$ cat config.mk
export PLATFORM = sky130hd
export DESIGN_NAME = pulse_gen_mux_flat
export DESIGN_NICKNAME = d
export VERILOG_FILES = /design/src/rtl/pulse_gen_mux_pkg.sv /design/src/rtl/pulse_gen_mux_if.sv /design/src/rtl/pulse_gen_mux_channel.sv /design/src/rtl/pulse_gen_mux.sv /design/src/flat_wrapper.sv
export SDC_FILE = /design/constraint.sdc
export NUM_CORES = 1
export LEC_CHECK = 0
export CAP_MARGIN = 20
export CORE_MARGIN = 1.5
export CORE_UTILIZATION = 57
export CTS_BUF_LIST = sky130_fd_sc_hd__clkbuf_4
export CTS_CLUSTER_DIAMETER = 50
export DETAILED_ROUTE_END_ITERATION = 12
export PLACE_DENSITY = 0.87
export SYNTH_ARGS = -nofsm -noshare
export SYNTH_HDL_FRONTEND = slang
export SYNTH_SLANG_ARGS = --single-unit
$ cat constraint.sdc
create_clock -name clk -period 2.4 [get_ports clk]
set_input_delay 0.6 -clock clk [delete_from_list [all_inputs] [get_ports clk]]
set_output_delay 0.6 -clock clk [all_outputs]
set_load 0.05 [all_outputs]
$ cat src/rtl/pulse_gen_mux_pkg.sv
`default_nettype none
// ============================================================================
// Module      : pulse_gen_pkg
// Description : Shared types, selector constants and width helpers for the
//               multi-channel pulse generator.
// Revision    : 1.0 - initial release
// ============================================================================
package pulse_gen_pkg;

  // Channel output style
  typedef enum logic {
    MODE_SQUARE = 1'b0,
    MODE_TICK   = 1'b1
  } mode_e;

  // Selector value that forces the output low
  localparam int SEL_ZERO = 0;

  // Selector value that forces the output high (one past the last channel)
  function automatic int sel_one(input int n_ch);
    return n_ch + 1;
  endfunction

  // Selector width: codes 0..n_ch+1 must all be representable
  function automatic int sel_width(input int n_ch);
    return $clog2(n_ch + 2);
  endfunction

  // Channel-index width, never narrower than one bit
  function automatic int ch_width(input int n_ch);
    return (n_ch > 1) ? $clog2(n_ch) : 1;
  endfunction

endpackage
`default_nettype wire

$ cat src/rtl/pulse_gen_mux_if.sv
`default_nettype none
// ============================================================================
// Module      : pulse_gen_mux_if
// Description : Valid/ready divisor-reload port of the pulse generator.
// Revision    : 1.0 - initial release
// ============================================================================
interface pulse_gen_mux_if #(
  parameter int N_CH  = 4,
  parameter int DIV_W = 26
);
  import pulse_gen_pkg::*;

  localparam int CH_W = ch_width(N_CH);

  logic             cfg_valid;
  logic             cfg_ready;
  logic [CH_W-1:0]  cfg_ch;
  logic [DIV_W-1:0] cfg_div;
  mode_e            cfg_mode;

  modport master (
    output cfg_valid, cfg_ch, cfg_div, cfg_mode,
    input  cfg_ready
  );

  modport slave (
    input  cfg_valid, cfg_ch, cfg_div, cfg_mode,
    output cfg_ready
  );

endinterface
`default_nettype wire

$ cat src/rtl/pulse_gen_mux_channel.sv
`default_nettype none
// ============================================================================
// Module      : pulse_gen_channel
// Description : One divider channel: terminal counter, square/tick output
//               and a divisor/mode register reloaded on an apply command.
// Revision    : 1.0 - initial release
// ============================================================================
module pulse_gen_channel
  import pulse_gen_pkg::*;
#(
  parameter int               DIV_W   = 26,
  parameter logic [DIV_W-1:0] DIV_RST = '0
) (
  input  logic             clk,
  input  logic             rst_n,
  input  logic             en_i,
  input  logic             apply_i,
  input  logic [DIV_W-1:0] apply_div_i,
  input  mode_e            apply_mode_i,
  output logic             terminal_o,
  output logic             ch_out_o
);

  logic [DIV_W-1:0] cnt_q, cnt_d;
  logic [DIV_W-1:0] div_q, div_d;
  mode_e            mode_q, mode_d;
  logic             out_q, out_d;
  logic             w_term;

  assign w_term     = en_i && (cnt_q == div_q);
  assign terminal_o = w_term;
  assign ch_out_o   = out_q;

  // Next state: a reload restarts the period cleanly, otherwise count and shape
  always_comb begin
    cnt_d  = cnt_q;
    out_d  = out_q;
    div_d  = div_q;
    mode_d = mode_q;
    if (apply_i) begin
      div_d  = apply_div_i;
      mode_d = apply_mode_i;
      cnt_d  = '0;
      out_d  = 1'b0;
    end else if (!en_i) begin
      cnt_d = '0;
      out_d = 1'b0;
    end else if (w_term) begin
      cnt_d = '0;
      out_d = (mode_q == MODE_TICK) ? 1'b1 : ~out_q;
    end else begin
      cnt_d = cnt_q + 1'b1;
      if (mode_q == MODE_TICK) begin
        out_d = 1'b0;
      end
    end
  end

  // Channel state registers
  always_ff @(posedge clk or negedge rst_n) begin
    if (!rst_n) begin
      cnt_q  <= '0;
      out_q  <= 1'b0;
      div_q  <= DIV_RST;
      mode_q <= MODE_SQUARE;
    end else begin
      cnt_q  <= cnt_d;
      out_q  <= out_d;
      div_q  <= div_d;
      mode_q <= mode_d;
    end
  end

endmodule
`default_nettype wire

$ cat src/rtl/pulse_gen_mux.sv
`default_nettype none
// ============================================================================
// Module      : pulse_gen_mux
// Description : N_CH programmable pulse generators with a staged config port
//               and a glitch-free registered output selector.
// Revision    : 1.0 - initial release
// ============================================================================
module pulse_gen_mux
  import pulse_gen_pkg::*;
#(
  parameter int          CLK_FREQ = 50_000_000,
  parameter int          N_CH     = 4,
  parameter int          DIV_W    = 26,
  parameter int unsigned DIV_RST  = CLK_FREQ / 2 - 1,
  parameter int          SEL_W    = sel_width(N_CH)
) (
  input  logic              clk,
  input  logic              rst_n,
  pulse_gen_mux_if.slave    cfg,
  input  logic [N_CH-1:0]   ch_en_i,
  input  logic [SEL_W-1:0]  sel_i,
  output logic [N_CH-1:0]   ch_out_o,
  output logic              out_o,
  output logic              sel_busy_o
);

  localparam int               CH_W      = ch_width(N_CH);
  localparam logic [DIV_W-1:0] c_div_rst = DIV_W'(DIV_RST);
  localparam logic [SEL_W-1:0] c_sel_0   = SEL_W'(SEL_ZERO);
  localparam logic [SEL_W-1:0] c_sel_1   = SEL_W'(sel_one(N_CH));

  // Staged configuration write
  logic             pend_q;
  logic [CH_W-1:0]  st_ch_q;
  logic [DIV_W-1:0] st_div_q;
  mode_e            st_mode_q;

  logic             w_accept;
  logic             w_bad_ch;
  logic [N_CH-1:0]  w_hit;
  logic [N_CH-1:0]  w_apply;
  logic [N_CH-1:0]  w_term;
  logic [N_CH-1:0]  w_ch_out;

  // Selector state
  logic [SEL_W-1:0] act_sel_q;
  logic             out_q;
  logic             busy_q;
  logic             w_src;
  logic             w_can_switch;

  assign cfg.cfg_ready = ~pend_q;
  assign w_accept      = cfg.cfg_valid && ~pend_q;
  assign w_bad_ch      = ~|w_hit;

  // A staged write lands on the target's terminal event, or at once if it is idle
  for (genvar i = 0; i < N_CH; i++) begin : g_ch
    assign w_hit[i]   = (st_ch_q == CH_W'(i));
    assign w_apply[i] = pend_q && w_hit[i] && (!ch_en_i[i] || w_term[i]);

    pulse_gen_channel #(
      .DIV_W   (DIV_W),
      .DIV_RST (c_div_rst)
    ) u_ch (
      .clk          (clk),
      .rst_n        (rst_n),
      .en_i         (ch_en_i[i]),
      .apply_i      (w_apply[i]),
      .apply_div_i  (st_div_q),
      .apply_mode_i (st_mode_q),
      .terminal_o   (w_term[i]),
      .ch_out_o     (w_ch_out[i])
    );
  end

  // Config stage: capture on handshake, release once applied or found out of range
  always_ff @(posedge clk or negedge rst_n) begin
    if (!rst_n) begin
      pend_q    <= 1'b0;
      st_ch_q   <= '0;
      st_div_q  <= '0;
      st_mode_q <= MODE_SQUARE;
    end else if (w_accept) begin
      pend_q    <= 1'b1;
      st_ch_q   <= cfg.cfg_ch;
      st_div_q  <= cfg.cfg_div;
      st_mode_q <= cfg.cfg_mode;
    end else if (pend_q && (w_bad_ch || (|w_apply))) begin
      pend_q <= 1'b0;
    end
  end

  // Source currently routed to the output; unused codes read as constant 0
  always_comb begin
    w_src = 1'b0;
    if (act_sel_q == c_sel_1) begin
      w_src = 1'b1;
    end
    for (int i = 0; i < N_CH; i++) begin
      if (act_sel_q == SEL_W'(i + 1)) begin
        w_src = w_ch_out[i];
      end
    end
  end

  // Switching only while low (or away from const 1) keeps high pulses whole
  assign w_can_switch = !out_q || (act_sel_q == c_sel_1);

  // Selector: registered output plus deferred source switch
  always_ff @(posedge clk or negedge rst_n) begin
    if (!rst_n) begin
      act_sel_q <= c_sel_0;
      out_q     <= 1'b0;
      busy_q    <= 1'b0;
    end else begin
      out_q <= w_src;
      if (sel_i != act_sel_q) begin
        if (w_can_switch) begin
          act_sel_q <= sel_i;
          busy_q    <= 1'b0;
        end else begin
          busy_q <= 1'b1;
        end
      end else begin
        busy_q <= 1'b0;
      end
    end
  end

  assign ch_out_o   = w_ch_out;
  assign out_o      = out_q;
  assign sel_busy_o = busy_q;

endmodule
`default_nettype wire
$ cat src/flat_wrapper.sv
// flat-port wrapper written by rule: the top's interface ports become plain ports
module pulse_gen_mux_flat import pulse_gen_pkg::*;
#(
  parameter int          CLK_FREQ = 50_000_000,
  parameter int          N_CH     = 4,
  parameter int          DIV_W    = 26,
  parameter int unsigned DIV_RST  = CLK_FREQ / 2 - 1,
  parameter int          SEL_W    = sel_width(N_CH)
)
  (clk, rst_n, ch_en_i, sel_i, ch_out_o, out_o, sel_busy_o, cfg_cfg_valid, cfg_cfg_ch, cfg_cfg_div, cfg_cfg_mode, cfg_cfg_ready);
  pulse_gen_mux_if #(.N_CH(N_CH), .DIV_W(DIV_W)) cfg_i ();
  input  logic clk;
  input  logic rst_n;
  input  logic [N_CH-1:0] ch_en_i;
  input  logic [SEL_W-1:0] sel_i;
  output logic [N_CH-1:0] ch_out_o;
  output logic out_o;
  output logic sel_busy_o;
  input wire logic [$bits(cfg_i.cfg_valid)-1:0] cfg_cfg_valid;
  input wire logic [$bits(cfg_i.cfg_ch)-1:0] cfg_cfg_ch;
  input wire logic [$bits(cfg_i.cfg_div)-1:0] cfg_cfg_div;
  input wire logic [$bits(cfg_i.cfg_mode)-1:0] cfg_cfg_mode;
  output wire logic [$bits(cfg_i.cfg_ready)-1:0] cfg_cfg_ready;
  assign cfg_i.cfg_valid = cfg_cfg_valid;
  assign cfg_i.cfg_ch = cfg_cfg_ch;
  assign cfg_i.cfg_div = cfg_cfg_div;
  assign cfg_i.cfg_mode = cfg_cfg_mode;
  assign cfg_cfg_ready = cfg_i.cfg_ready;
  pulse_gen_mux #(.CLK_FREQ(CLK_FREQ), .N_CH(N_CH), .DIV_W(DIV_W), .DIV_RST(DIV_RST), .SEL_W(SEL_W)) u_core (.clk(clk), .rst_n(rst_n), .cfg(cfg_i), .ch_en_i(ch_en_i), .sel_i(sel_i), .ch_out_o(ch_out_o), .out_o(out_o), .sel_busy_o(sel_busy_o));
endmodule
==> After elaboration in Yosys (flattened, before gate mapping) <==
Index checks and enable logic that the tools add are counted.
{ "totals": {"ff_bits": 251, "in_bits": 39, "output_inout_bits": 7, "word_cells": 121} }
{ "classes": {"n_addsub": 4, "eq_ne": 17, "muxes": 41, "n_bitwise": 5, "n_reduce_logical": 31} }
{ "op_table": {"columns": ["op", "n"], "rows": [
  ["$mux 26", 12],
  ["$add 26x1->26 const B", 4],
  ["$eq 26x26->1", 4],
  ["$mux 1", 29],
  ["$ne 4x1->1 const B", 4],
  ["$logic_and 1x1->1", 14],
  ["$reduce_or 4->1", 2],
  ["$eq 3x2->1 const B", 2],
  ["$eq 3x3->1 const B", 2],
  ["$logic_not 1->1", 6],
  ["$logic_or 1x1->1", 6],
  ["$not 1->1", 5],
  ["$eq 2x2->1 const B", 2],
  ["$eq 3x1->1 const B", 1],
  ["$ne 3x3->1", 1],
  ["$eq 2x1->1 const B", 1],
  ["$logic_not 2->1", 1],
  ["$reduce_and 2->1", 1],
  ["$reduce_bool 2->1", 1]
]} }

==> Depth between registers and ports, before layout <==
{ "depth": {"word_depth": 9, "mapped_depth": 8, "ltp_nobuf": 7} }

==> Modules after synthesis <==
From an unflattened synthesis, not the netlist that was laid out.
{ "hier_totals": {"cells_unflattened": 1033, "hier_area_um2": 12284.3} }
{ "modules_own_cells": {"columns": ["module", "instances", "cells_each", "area_each_um2", "seq_area_each_um2"], "rows": [
  ["pulse_gen_channel", 4, 232, 2676.3, 1372.6],
  ["pulse_gen_mux", 1, 105, 1579.0, 875.8]
]} }

==> Worst setup path before layout <==
Ideal clock, no wire load.
{ "synth_timing": {"kind": "register -> register", "from": "register u_core.g_ch[3].u_ch.cnt_q[8]", "to": "register u_core.g_ch[3].u_ch.div_q[10]", "setup_time_ps": 127, "arrival_time_ps": 2472, "setup_slack_ps": -200, "path_stages_with_launch": 9, "n_path_buf": 2, "period_less_slack_ps": 2600, "path_cell_list": "dfrtp_1 -> nor2b_1 -> a2111o_1 -> or4_4 -> o31ai_4 -> nor2b_1 -> buf_4 -> buf_6 -> mux2_1"} }
{ "synth_between": {"elab_chain_cells": 4} }
{ "synth_rtl": {"columns": ["item", "line_no", "rtl"], "rows": [
  ["start: declaration", "pulse_gen_mux_channel.sv:24", "logic [DIV_W-1:0] cnt_q, cnt_d;"],
  ["start signal: assignment", "pulse_gen_mux_channel.sv:67", "cnt_q <= cnt_d;"],
  ["$eq 26x26->1", "pulse_gen_mux_channel.sv:30", "assign w_term = en_i && (cnt_q == div_q);"],
  ["$logic_and 1x1->1", "pulse_gen_mux_channel.sv:30", null],
  ["$logic_or 1x1->1", "pulse_gen_mux.sv:59", "assign w_apply[i] = pend_q && w_hit[i] && (!ch_en_i[i] || w_term[i]);"],
  ["$logic_and 1x1->1", "pulse_gen_mux.sv:59", null],
  ["end signal: assignment", "pulse_gen_mux_channel.sv:69", "div_q <= div_d;"],
  ["end: declaration", "pulse_gen_mux_channel.sv:25", "logic [DIV_W-1:0] div_q, div_d;"]
]} }
No other way between the ends.
A chain may end at the register's enable or synchronous reset.

==> Worst setup path after layout <==
{ "layout_timing": {"from": "register u_core.g_ch[3].u_ch.div_q[2]", "to": "register u_core.g_ch[3].u_ch.div_q[10]"} }
{ "layout_between": {"elab_chain_cells": 4} }
{ "layout_rtl": {"columns": ["item", "line_no"], "rows": [
  ["$eq 26x26->1", "pulse_gen_mux_channel.sv:30"],
  ["$logic_and 1x1->1", "pulse_gen_mux_channel.sv:30"],
  ["$logic_or 1x1->1", "pulse_gen_mux.sv:59"],
  ["$logic_and 1x1->1", "pulse_gen_mux.sv:59"]
]} }
No other way between the ends.

==> metrics.txt <==
count of input and output buffers 45; endpoint class of the critical path register; worst r2r src u_core.g_ch[3].u_ch.div_q[2]$_DFFE_PN1P_; Max VDD drop 861 uV; FP Rows 52; Avg Inst Size Synth ~12 um^2; most frequent cells in the layout dfrtp_1, xor2_1, nor2_1; Pwr Density 1060 mW/mm^2; Pre-Repair DR Iteration Count 5; RD Place Congestion 0.856; final core utilization 67.3%; Worst Setup Start Kind register; placed cells 1297; initial cell density of the core 57.8%; final slew viol count 0; Tot Pwr approximately 14 mW; remaining global-route overflow 0; largest net degree at the start of global routing 65; WHS 0.461 ns; initial antenna violation count 0; # IOs 46; sequential area share after synthesis 54.6%; worst-margin pin slew 0.517 ns; Post-Syn Area roughly 0.012 mm^2; setup slack at placement between 0.002 and 0.003 ns; CP Max Fanout 22; slack of the critical path -0.0334 ns; Finish-stage setup viols 7; RSZ-0062 raised after global routing yes; Slew HR 65.3%; drt total wl around 26000 um; n_diodes 0; Crit Path Category register to register; vias in the first global route just over 8000; placed cell area around 0.013 mm^2; DRT iter0 DRCs 491; first-pass GRT wire length roughly 42000 um; Detail Route Antenna Nets 0; CP arrival 2.99 ns; Die Span Y 146 um; violated checks negative setup slack; Mapped Nets 1028; library cells used by synthesis 47; Sum Neg Setup Slack -0.143 ns; flop-to-flop setup slack -0.03 ns; Vias 8009; CTS H-tree lvls 3; core area 0.0202 mm^2; DR WL/cell about 19 um; die width approximately 150 um; clock sink count 251; Area Growth Syn to Fin 16.4%; Final Non-Filler Cells 1419; FILL cells 1464; NumNets Final 1140; CTS Buf Count 66; share of flip-flops with an asynchronous set or reset 100%; fraction of layout cells with a size suffix above 1 between 20% and 30%; GRT Resource Usage Total 25.6%; Tcrit/Tclk final 101%; DIE AREA 0.0213 mm^2; Final Cell Area 0.0136 mm^2; FMAX just over 400 MHz; end of the worst register-to-register path u_core.g_ch[3].u_ch.div_q[10]$_DFFE_PN0P_; min Tclk post-route between 2 and 2.5 ns; TritonCTS clock tree built; number of synthesized flops with an enable pin 0; Post-Syn Instances 985; Leak 6.12 nW; critical path required time just under 3 ns; root buf cell clkbuf_4; synthesis warning total 0; Via density 5.64; status finished with violations; final hold vios 0; Hold Path Class input port to async pin; maxcap violations 0; Post-DP HPWL ~18000 um; commonest non-fill, non-tap cell in the layout dfrtp_1; worst skew pair latency 0.68 ns; CTS Buffer Depth 3; #FFs+latches synth 251; final routed DRC violation total 0; ys flop type dfrtp_1; Setup Skew roughly 0.044 ns; clock-pin slew on the worst setup and hold paths 0.07 ns; r2r worst-path depth 7
what timing repair did:
item / CTS / global route
cloned: 0 / 0
resized for setup: 6 / 2
hold buffers: 1 / 0
buffers inserted: 1 / 0
endpoints found under the hold margin: 42 / 0
setup endpoints to repair: 18 / 36
critical path, stage by stage (launching register included):
cell and delay (ns):
dfstp_2 0.54, xnor2_1 0.13, o221ai_1 0.15, or4_4 0.52
o31ai_4 0.22, nor2b_4 0.22, buf_12 0.18, mux2_1 0.35
per-layer routing:
metal	part of all wire [%]	track usage, %
met1	42	33.5
met2	48	41.5
met3	6.4	5.36
met4	3.3	11.1
met5	0	0
registers in the layout, summed over array words and instances, names as in the netlist, 2 cells and up:
register                   flops
u_core.g_ch.u_ch.cnt_q       104
u_core.act_sel_q               3
u_core.g_ch.u_ch.ch_out_o      4
u_core.st_ch_q                 2
u_core.g_ch.u_ch.mode_q        4
u_core.st_div_q               26
u_core.g_ch.u_ch.div_q       104
kinds of logic after synthesis:
| family | synth area share, % |
|---|---|
| simple gates | 13.1 |
| flops | 54.6 |
| xor+xnor | 14.7 |
| mux | 13.3 |
| buf+inv | 1.77 |
| compound gates | 2.09 |
| fa+ha+maj | 0.429 |
Yosys cell counts, drive strengths merged (2+ instances only):
cell type  instances  area share (%)
and2               3            0.16
xnor2             30             2.3
mux2             138              13
and3              13            0.70
nor4              23             1.2
nand4             22             1.2
nand2             43             1.4
nor2             131             4.2
o22ai              3            0.16
or3                2            0.11
ha                 4            0.43
nand3             43             1.8
nor3               8            0.34
o21a               2            0.13
buf               10            0.61
a21oi              5            0.21
or2                2            0.11
xor2             165              12
and4              12            0.90
dfstp             68              15
nand2b             4            0.21
o21ai              9            0.39
clkbuf            19            0.61
inv               17            0.55
dfrtp            183              39
nor2b             10            0.54
power breakdown:
part | internal [mW] | switching (mW)
Combinational | 1.78 | 1.24
Sequential | 5.87 | 1.47
Clock | 2.35 | 1.74
Total | 10.0 | 4.45
how the worst max path moves through the flow:
stage | startpoint | slack [ns] | endpoint
3_3_place_gp | u_core.g_ch[3].u_ch.cnt_q[7]$_DFF_PN0_ | 0.04 | u_core.g_ch[3].u_ch.div_q[6]$_DFFE_PN0P_
4_1_cts | u_core.g_ch[3].u_ch.div_q[2]$_DFFE_PN1P_ | -0.003 | u_core.g_ch[3].u_ch.div_q[15]$_DFFE_PN0P_
2_1_floorplan | u_core.g_ch[3].u_ch.cnt_q[8]$_DFF_PN0_ | -0.13 | u_core.g_ch[3].u_ch.div_q[10]$_DFFE_PN0P_
6_report | u_core.g_ch[3].u_ch.div_q[2]$_DFFE_PN1P_ | -0.03 | u_core.g_ch[3].u_ch.div_q[10]$_DFFE_PN0P_
5_1_grt | u_core.g_ch[3].u_ch.div_q[2]$_DFFE_PN1P_ | -0.06 | u_core.g_ch[3].u_ch.div_q[23]$_DFFE_PN0P_
3_5_place_dp | u_core.g_ch[3].u_ch.cnt_q[7]$_DFF_PN0_ | 0.003 | u_core.g_ch[3].u_ch.div_q[23]$_DFFE_PN0P_
final cells by class:
type	count	area, um^2	area share [%]
timing repair buffer	73	759	5.60
sequential	251	6370	46.9
tap	270	338	2.49
multi-input combinational	688	5110	37.6
clock inverter	12	124	0.913
clock buffer	108	811	5.98
inverter	17	63.8	0.470
(Power assumes the default switching activity.)
